## config.mk

```make
export PLATFORM = sky130hd
export DESIGN_NAME = apb_master
export DESIGN_NICKNAME = d
export VERILOG_FILES = /design/src/rtl/apb_master_pkg.sv /design/src/rtl/apb_watchdog.sv /design/src/rtl/apb_master.sv
export SDC_FILE = /design/constraint.sdc
export NUM_CORES = 1
export LEC_CHECK = 0
export ABC_AREA = 1
export BUFFER_PORTS_ARGS = -buffer_cell sky130_fd_sc_hd__buf_2
export CAP_MARGIN = 15
export CORE_ASPECT_RATIO = 0.7
export CORE_MARGIN = 2
export CORE_UTILIZATION = 28
export DETAILED_ROUTE_END_ITERATION = 7
export PLACE_DENSITY = 0.63
export SKIP_LAST_GASP = 1
export SLEW_MARGIN = 20
export SYNTH_ARGS = -nofsm -noshare
export SYNTH_HDL_FRONTEND = slang
export SYNTH_SLANG_ARGS = --single-unit
```

## constraint.sdc

```tcl
create_clock -name PCLK -period 9.25 [get_ports PCLK]
set_clock_uncertainty 0.1 [all_clocks]
set_input_delay 2.3125 -clock PCLK [delete_from_list [all_inputs] [get_ports PCLK]]
set_output_delay 2.3125 -clock PCLK [all_outputs]
set_load 0.01 [all_outputs]
```

## src/rtl/apb_master_pkg.sv

```systemverilog
// ---------------------------------------------------------------------------
// apb_master_pkg
// Shared types and constants for the APB requester that drives the I2C
// bridge register block.
//   apb_state_t      : requester FSM states
//   ADDR_*           : register map of the I2C bridge completer
// ---------------------------------------------------------------------------
package apb_master_pkg;

  typedef enum logic [1:0] {
    IDLE   = 2'd0,
    SETUP  = 2'd1,
    ACCESS = 2'd2,
    RESP   = 2'd3
  } apb_state_t;

  localparam logic [31:0] ADDR_TX_FIFO     = 32'h0000_0000;
  localparam logic [31:0] ADDR_RX_FIFO     = 32'h0000_0004;
  localparam logic [31:0] ADDR_I2C_CONFIG  = 32'h0000_0008;
  localparam logic [31:0] ADDR_I2C_TIMEOUT = 32'h0000_000C;

endpackage

```

## src/rtl/apb_watchdog.sv

```systemverilog
// ---------------------------------------------------------------------------
// apb_watchdog
// Saturating cycle counter that flags a completer which keeps PREADY low
// for too long.
//   clk     : clock, rising edge
//   rst     : asynchronous active-high reset
//   clear   : zero the counter (asserted the cycle before ACCESS)
//   enable  : count this cycle (asserted during ACCESS)
//   expire  : this enabled cycle is the TIMEOUT_CYCLES-th one (or later)
// TIMEOUT_CYCLES = 0 removes the counter and ties expire low.
// ---------------------------------------------------------------------------
module apb_watchdog #(
  parameter int TIMEOUT_CYCLES = 16
) (
  input  logic clk,
  input  logic rst,
  input  logic clear,
  input  logic enable,
  output logic expire
);

  if (TIMEOUT_CYCLES == 0) begin : g_disabled

    logic unused_inputs;
    assign unused_inputs = clk ^ rst ^ clear ^ enable;
    assign expire        = 1'b0;

  end else begin : g_enabled

    localparam int               CNT_W = $clog2(TIMEOUT_CYCLES + 1);
    localparam logic [CNT_W-1:0] LIMIT = CNT_W'(TIMEOUT_CYCLES);
    localparam logic [CNT_W-1:0] LAST  = CNT_W'(TIMEOUT_CYCLES - 1);

    logic [CNT_W-1:0] count;

    // Counter saturates at LIMIT so a long stall can never wrap it back
    // below the expiry threshold.
    always_ff @(posedge clk or posedge rst) begin
      if (rst) begin
        count <= '0;
      end else if (clear) begin
        count <= '0;
      end else if (enable && (count != LIMIT)) begin
        count <= count + 1'b1;
      end
    end

    // Expire fires during the cycle whose closing edge brings the count to
    // TIMEOUT_CYCLES, so the abort lands after exactly that many ACCESS
    // cycles.
    assign expire = enable && (count >= LAST);

  end

endmodule

```

## src/rtl/apb_master.sv

```systemverilog
// ---------------------------------------------------------------------------
// apb_master
// APB3 requester: accepts one command at a time, runs it as a SETUP/ACCESS
// transfer and returns the result on a response channel. A watchdog aborts
// transfers whose completer never raises PREADY.
//   PCLK, PRESET                 : clock, asynchronous active-high reset
//   CMD_VALID/READY/WRITE/ADDR/WDATA : command channel
//   RSP_VALID/READY/RDATA/ERR/TIMEOUT : response channel
//   PSEL/PENABLE/PWRITE/PADDR/PWDATA : APB request signals
//   PRDATA/PREADY/PSLVERR        : APB completer signals
// ---------------------------------------------------------------------------
module apb_master
  import apb_master_pkg::*;
#(
  parameter int ADDR_W         = 32,
  parameter int DATA_W         = 32,
  parameter int TIMEOUT_CYCLES = 16
) (
  input  logic              PCLK,
  input  logic              PRESET,
  input  logic              CMD_VALID,
  output logic              CMD_READY,
  input  logic              CMD_WRITE,
  input  logic [ADDR_W-1:0] CMD_ADDR,
  input  logic [DATA_W-1:0] CMD_WDATA,
  output logic              RSP_VALID,
  input  logic              RSP_READY,
  output logic [DATA_W-1:0] RSP_RDATA,
  output logic              RSP_ERR,
  output logic              RSP_TIMEOUT,
  output logic              PSEL,
  output logic              PENABLE,
  output logic              PWRITE,
  output logic [ADDR_W-1:0] PADDR,
  output logic [DATA_W-1:0] PWDATA,
  input  logic [DATA_W-1:0] PRDATA,
  input  logic              PREADY,
  input  logic              PSLVERR
);

  apb_state_t state;
  apb_state_t next_state;
  logic       accept;
  logic       wd_expire;

  assign accept = (state == IDLE) && CMD_VALID;

  // State register. Bus-facing strobes are decoded from this register, so
  // the asynchronous reset drops PSEL/PENABLE/RSP_VALID without a clock.
  always_ff @(posedge PCLK or posedge PRESET) begin
    if (PRESET) begin
      state <= IDLE;
    end else begin
      state <= next_state;
    end
  end

  // Next-state and strobe decode. PREADY is checked before the watchdog so
  // a completion on the expiry edge is treated as a normal completion.
  always_comb begin
    next_state = state;
    CMD_READY  = 1'b0;
    PSEL       = 1'b0;
    PENABLE    = 1'b0;
    RSP_VALID  = 1'b0;
    case (state)
      IDLE: begin
        CMD_READY = 1'b1;
        if (CMD_VALID) next_state = SETUP;
      end
      SETUP: begin
        PSEL       = 1'b1;
        next_state = ACCESS;
      end
      ACCESS: begin
        PSEL    = 1'b1;
        PENABLE = 1'b1;
        if (PREADY || wd_expire) next_state = RESP;
      end
      RESP: begin
        RSP_VALID = 1'b1;
        if (RSP_READY) next_state = IDLE;
      end
      default: next_state = IDLE;
    endcase
  end

  // Request fields are captured only at command acceptance and then held,
  // so later changes on the command inputs cannot disturb the bus.
  always_ff @(posedge PCLK or posedge PRESET) begin
    if (PRESET) begin
      PWRITE <= 1'b0;
      PADDR  <= '0;
      PWDATA <= '0;
    end else if (accept) begin
      PWRITE <= CMD_WRITE;
      PADDR  <= CMD_ADDR;
      PWDATA <= CMD_WDATA;
    end
  end

  // Response registers load once, on the edge that leaves ACCESS, and stay
  // stable through RESP until the consumer takes them.
  always_ff @(posedge PCLK or posedge PRESET) begin
    if (PRESET) begin
      RSP_RDATA   <= '0;
      RSP_ERR     <= 1'b0;
      RSP_TIMEOUT <= 1'b0;
    end else if (state == ACCESS) begin
      if (PREADY) begin
        RSP_RDATA   <= PWRITE ? '0 : PRDATA;
        RSP_ERR     <= PSLVERR;
        RSP_TIMEOUT <= 1'b0;
      end else if (wd_expire) begin
        RSP_RDATA   <= '0;
        RSP_ERR     <= 1'b1;
        RSP_TIMEOUT <= 1'b1;
      end
    end
  end

  apb_watchdog #(
    .TIMEOUT_CYCLES(TIMEOUT_CYCLES)
  ) u_watchdog (
    .clk   (PCLK),
    .rst   (PRESET),
    .clear (state == SETUP),
    .enable(state == ACCESS),
    .expire(wd_expire)
  );

endmodule

```

==> summary.md, run 1 <==
| Metric | Value |
|---|---|
| Total Power Consumption | 2.157 mW |
| Hold Buf Count CTS | 0 |
| Hold Violations, Final | 0 |
| Relative slew slack | 0.2682 |
| Slew Viols, Final | 0 |
| Worst setup EP type | output port |
| Vias in the first global route | 3,570 |
| PortBufs | 205 |
| Required time of the critical path | 6840 ps |
| Critical Path Max Stage Delay | 410 ps |
| Final setup margin | 5229 ps |
| Wirelength per Cell | 14.67 µm |
| DPL Wire Length | 8043 µm |
| Initial Util | 0.2831 |
| Via density | 4.376 |
| Clk_lat worst skew | 340 ps |
| Num Clock Sinks | 106 |
| CORE AREA | 16,150 µm² |
| Setup crit start kind | flop |
| Initial drt markers | 129 |
| WP depth | 4 |
| Largest net degree at the start of global routing | 67 |
| Final instance area | 6048 µm² |
| CTS root buf | clkbuf_16 |
| Die Footprint | 17,380 µm² |
| Family with the most delay on the worst path | buffers and inverters |
| Die Ht | 110.9 µm |
| Worst Path Max Fanout | 38 |
| Gr usage total | 0.1361 |
| RSZ-0062 raised after global routing | false |
| # Post-CTS Setup Buffers | 0 |
| Synthesized instance count | 362 |
| Clock-pin slew on the worst setup and hold paths | 70 ps |
| TNS Setup | 0 ps |
| Commonest non-fill, non-tap cell in the layout | buf_2 |
| CTS buffer count | 9 |
| Final setup fails | 0 |
| Post-CTS sizing | 0 |
| P per Cell Area | 356.7 nW/µm² |
| Max IR drop VDD | 133.7 µV |
| Die Width | 156.7 µm |
| LEAKAGE | 3.336 nW |
| Final WL | 11,540 µm |
| First-pass GRT wire length | 18,400 µm |
| WP data arrival | 1610 ps |
| Max clock buf depth | 2 |
| Initial antenna violation count | 2 |
| Remaining Overflow, GRT | 0 |
| Tcrit/Tclk final | 0.4347 |
| Max-capacitance violation count | 0 |
| Most frequent cells in the layout | buf_2, dfrtp_1, nand2_1, mux2_4, nand3_1 |
| H-tree depth | 3 |
| Place WS | 5141 ps |
| Critical-path cell list | inv_1 -> ha_1 -> buf_4 -> buf_2 |
| WP buf/inv | 3 |
| Hold Crit Depth | 2 |
| Drt pass-1 iters | 4 |
| Cell area after synthesis | 4572 µm² |
| Synth unique cells | 24 |
| I/O pin count | 206 |
| NumNets Final | 666 |
| Vias after detailed routing | 3,444 |
| Syn nets | 472 |
| Layout cells sized above 1 | 0.5312 |
| RD Place Congestion | 0.7350 |
| CP max stage cell | dfrtp_1 |
| Ys Warns | 0 |
| Status | finished, final reports clean |
| Cell Area, Placed | 5736 µm² |
| Fmax | 248.7 MHz |
| Routed Antenna Nets | 0 |
| Layout overhead on the synthesized area | 32.29% |
| Worst-margin pin slew | 1098 ps |
| Minimum clock period | 4021 ps |
| Hold crit path type | reg -> reg |
| Cell Rows | 39 |
| Average cell area after synthesis | 12.63 µm² |
| Critical path class | reg -> out |
| Worst reg2reg path depth | 4 |
| Seq cells post-synth | 106 |
| Register area share after synthesis | 0.5802 |
| TritonCTS clock tree | built |
| Residual DRC | 0 |
[cell type report]
type / count / area [µm²]
antenna: 1 / 2.502
clock buffer: 10 / 239.0
clock inverter: 6 / 71.32
fill: 1616 / 10100
inverter: 17 / 66.31
multi-input combinational: 215 / 1694
sequential: 106 / 2653
tap: 225 / 281.5
timing repair buffer: 207 / 1041
[where the power goes]
| part | leakage, nW | switching (mW) | internal [mW] |
|---|---|---|---|
| registers | 1.31 | 0.138 | 0.698 |
| logic | 1.87 | 0.470 | 0.451 |
| clock network | 0.151 | 0.180 | 0.221 |
[per-stage QoR]
step / hold slack (ps) / util / cells
CTS: 404.1 / 0.3743 / 786
global route: 421.7 / 0.3743 / 786
global placement: 375.5 / 0.3549 / 770
floorplan: 390.1 / - / 362
finish: 398.9 / 0.3745 / 787
detailed placement: 386.9 / 0.3551 / 770
[logic make-up (layout without fill, tap and decap cells)]
group | after synthesis | count (layout) | share of synthesized area
other cells | 0 | 1 | 0
buf+inv | 41 | 240 | 0.05145
simple gates | 136 | 136 | 0.1497
fa+ha+maj | 7 | 7 | 0.01916
xor+xnor | 1 | 1 | 0.001916
mux | 64 | 64 | 0.1888
compound gates | 7 | 7 | 0.008758
flops | 106 | 106 | 0.5802
[worst min-delay path: cells and delay by family (launching register included)]
| family | cells | cell delay (ps) |
|---|---|---|
| flops | 1 | 340 |
| simple gates | 2 | 130 |
[metal layers]
metal	GRT usage	part of all wire	up-vias
met5	0	0.0014	-
met4	0.04159	0.017	2
met3	0.04848	0.086	16
met2	0.2158	0.45	157
met1	0.1740	0.45	1638
li1	-	-	1631
[state kept, by name, summed over array words and instances, names as in the netlist]
| signal | count |
|---|---|
| RSP_ERR | 1 |
| PWDATA | 32 |
| PWRITE | 1 |
| u_watchdog.g_enabled.count | 5 |
| RSP_TIMEOUT | 1 |
| state | 2 |
| RSP_RDATA | 32 |
| PADDR | 32 |
[synth_stat cells (all sizes together)]
cell type  instances  area, µm²
clkbuf             7      26.28
a31oi              1      6.260
nand2             53      209.0
o22ai              1      6.260
and3               1      6.260
a21oi              1      5.000
buf               17      145.1
dfrtp            106       2653
a21boi             1      7.510
o21ai              3      15.01
xor2               1      8.760
inv               17      63.81
nor2              11      41.29
mux2              64      863.3
nand3             38      215.2
nand4             33      212.7
ha                 7      87.58
[worst paths after layout]
check	startpoint	endpoint	slack, ps
max	state[0]	PENABLE	5230
min	RSP_RDATA[22]	RSP_RDATA[22]	400
min reg2reg	RSP_RDATA[22]	RSP_RDATA[22]	400
min in group asynchronous	PRESET	PADDR[13]	1950
max in group asynchronous	PRESET	RSP_RDATA[31]	5900
max reg2reg	state[0]	PADDR[29]	7020
Power figures use the tool's default switching activity.
==> run 2, diff against run 1 <==
clock period = 4.2 ns   (was 9.25 ns; I/O delays follow)
==> run 2 against run 1 <==
  * Combinational power up 120%
  * Sequential power increased by 120%
  * Sequential share of layout area increased by 0.15 points
  * Clock power increased by 94%
  * Non-clock buffer count grew 1
  * Count of clock-buffer cells in the layout increased by 1
  * Critical endpoint unchanged
  * Largest power group unchanged
  * Design area fell by 0.35%
  * Via count rose by 1.4%
==> summary.md, run 2 (synthesis results as in run 1) <==
| Metric | Value |
|---|---|
| Status | finished, final reports clean |
| Max clock buf depth | 2 (unchanged) |
| Most frequent cells in the layout | buf_2, dfrtp_1, nand2_1, mux2_4, nand3_1 |
| Relative slew slack | 0.2804 (+0.01214) |
| Final WL | 11,420 µm (-1.1%) |
| P per Cell Area | 772.9 nW/µm² (+120%) |
| Detailed route wirelength on metal2 | 5438 µm (+5.4%) |
| Wirelength per Cell | 14.51 µm (-1.1%) |
| Max-capacitance violation count | 0 (unchanged) |
| Crit path from | state[0] |
| Remaining Overflow, GRT | 0 (unchanged) |
| Hold Violations, Final | 0 (unchanged) |
| Die Ht | 110.9 µm (unchanged) |
| Clk_lat worst skew | 340 ps (about the same) |
| Commonest non-fill, non-tap cell in the layout | buf_2 |
| Met1 WL | 4940 µm (-4.6%) |
| Drt pass-1 iters | 4 (unchanged) |
| Vias in the first global route | 3,686 (+3.2%) |
| Critical path class | reg -> out |
| Layout fillers | 1,565 (-3.2%) |
| LEAKAGE | 3.326 nW (-0.31%) |
| Multi-input logic area | 1692 µm² (-0.15%) |
| Final instance area | 6027 µm² (-0.35%) |
| Reg2Reg Setup Slack | 1950 ps (-5070 ps) |
| Fmax | 365.1 MHz |
| Worst setup EP type | output port |
| CORE AREA | 16,150 µm² (unchanged) |
| CTS root buf | clkbuf_16 |
| Via density | 4.437 (+1.4%) |
| Hold Buf Count CTS | 0 (unchanged) |
| NumNets Final | 667 (+0.15%) |
| CTS buffer count | 9 (unchanged) |
| PortBufs | 205 (unchanged) |
| Initial antenna violation count | 2 (unchanged) |
| Clock-pin slew on the worst setup and hold paths | 70 ps (about the same) |
| Die Footprint | 17,380 µm² (unchanged) |
| I/O pin count | 206 (unchanged) |
| Minimum clock period | 2739 ps |
| Final setup margin | 1461 ps (-3769 ps) |
| Cell Rows | 39 (unchanged) |
| Cell Area, Placed | 5753 µm² (+0.31%) |
| Die Width | 156.7 µm (unchanged) |
| Num Clock Sinks | 106 (unchanged) |
| Layout cells sized above 1 | 0.5276 (-0.003565) |
| Dpl cells | 771 (+0.13%) |
| Worst-margin pin slew | 1079 ps (-18.20 ps) |
| Hold crit path type | reg -> reg |
| Post-CTS sizing | 0 (unchanged) |
| Largest net degree at the start of global routing | 67 (unchanged) |
| Highest routed layer | met5 |
| Gr usage total | 0.1336 (-0.002461) |
| DPL Wire Length | 8269 µm (+2.8%) |
| RD Place Congestion | 0.7617 (+3.6%) |
| Worst Path Max Fanout | 13 (-66%) |
| Final setup fails | 0 (unchanged) |
| Layout overhead on the synthesized area | 31.83% |
| Reg area | 2653 µm² (unchanged) |
| Vias after detailed routing | 3,492 (+1.4%) |
| TritonCTS clock tree | built |
| Required time of the critical path | 3050 ps (-3790 ps) |
| H-tree depth | 3 (unchanged) |
| Routed Antenna Nets | 0 (unchanged) |
| Setup crit start kind | flop |
| Top Registers | PADDR: 32 flops, PWDATA: 32 flops, RSP_RDATA: 32 flops |
| Worst r2r src | state[0] |
| # Post-CTS Setup Buffers | 0 (unchanged) |
| Core Util, Final | 0.3732 (-0.001316) |
| CP max stage cell | ha_1 |
| WP data arrival | 1590 ps (-20 ps) |
| Initial drt markers | 147 (+14%) |
| Initial Util | 0.2831 (unchanged) |
| Place WS | 1357 ps (-3784 ps) |
| Tcrit/Tclk final | 0.6522 |
| Critical path endpoint | PENABLE |
| Critical-path cell list | inv_1 -> ha_1 -> buf_2 |
| TNS Setup | 0 ps (unchanged) |
| Max IR drop VDD | 322.3 µV (+140%) |
| Residual DRC | 0 (unchanged) |
| RSZ-0062 raised after global routing | false |
| Slew Viols, Final | 0 (unchanged) |
| Hold Crit Depth | 2 (unchanged) |
| RR Endpoint | RSP_RDATA[17] |
| First-pass GRT wire length | 18,340 µm (-0.34%) |
| Finished Layout Cells | 787 (unchanged) |
| Met3 WL post-DR | 924 µm (-6.9%) |
| Critical Path Max Stage Delay | 510 ps (+100 ps) |
| Worst reg2reg path depth | 6 (+2) |
[run 2: changes by cell type in the layout (fill, tap and decap cells not counted), sizes merged]
cell,previous run,this run
inv,19,17
bufinv,1,0
clkinvlp,1,2
clkbuf,10,11
buf,207,208
[run 2: worst max-delay path: cells and delay by family (launching register included)]
kind / cells / cell delay, ps
flip-flops: 1 / 410
buffers and inverters: 2 / 320
adder cells (fa/ha/maj): 1 / 510
[run 2: where the power goes]
part	leakage [nW]	internal (mW)	switching, mW	total (mW)
combinational	1.89	0.998	1.04	2.04
sequential	1.31	1.54	0.303	1.84
clock	0.128	0.415	0.364	0.779
total	3.33	2.95	1.71	4.66
[run 2: area by class of cell]
type                    instances  area share
clock inverters                 4    0.004775
clock buffers                  11     0.04027
flip-flops and latches        106      0.4401
repair buffers                208      0.1760
diodes                          1   0.0004152
well taps                     225     0.04671
multi-input cells             215      0.2807
inverters                      17     0.01100
[run 2: per-layer routing]
layer	track usage	vias to the layer above
li1	-	1628
met1	0.1639	1708
met2	0.2208	143
met3	0.05004	11
met4	0.03547	2
met5	0	-
[run 2: worst min path at each step]
| stage | slack [ps] | end | from |
|---|---|---|---|
| after floorplan | 390 | state[1] | state[1] |
| after global placement | 380 | RSP_RDATA[13] | RSP_RDATA[13] |
| after detailed placement | 390 | RSP_RDATA[18] | RSP_RDATA[18] |
| after CTS | 400 | RSP_RDATA[18] | RSP_RDATA[18] |
| after global routing | 420 | RSP_RDATA[23] | RSP_RDATA[23] |
| final | 400 | RSP_RDATA[18] | RSP_RDATA[18] |
[run 2: stage by stage]
step,hold slack (ps),total power [mW]
floorplan,390.1,3.144
global placement,382.8,3.855
detailed placement,385.0,3.912
CTS,400.6,4.733
global route,421.9,4.997
finish,395.9,4.658
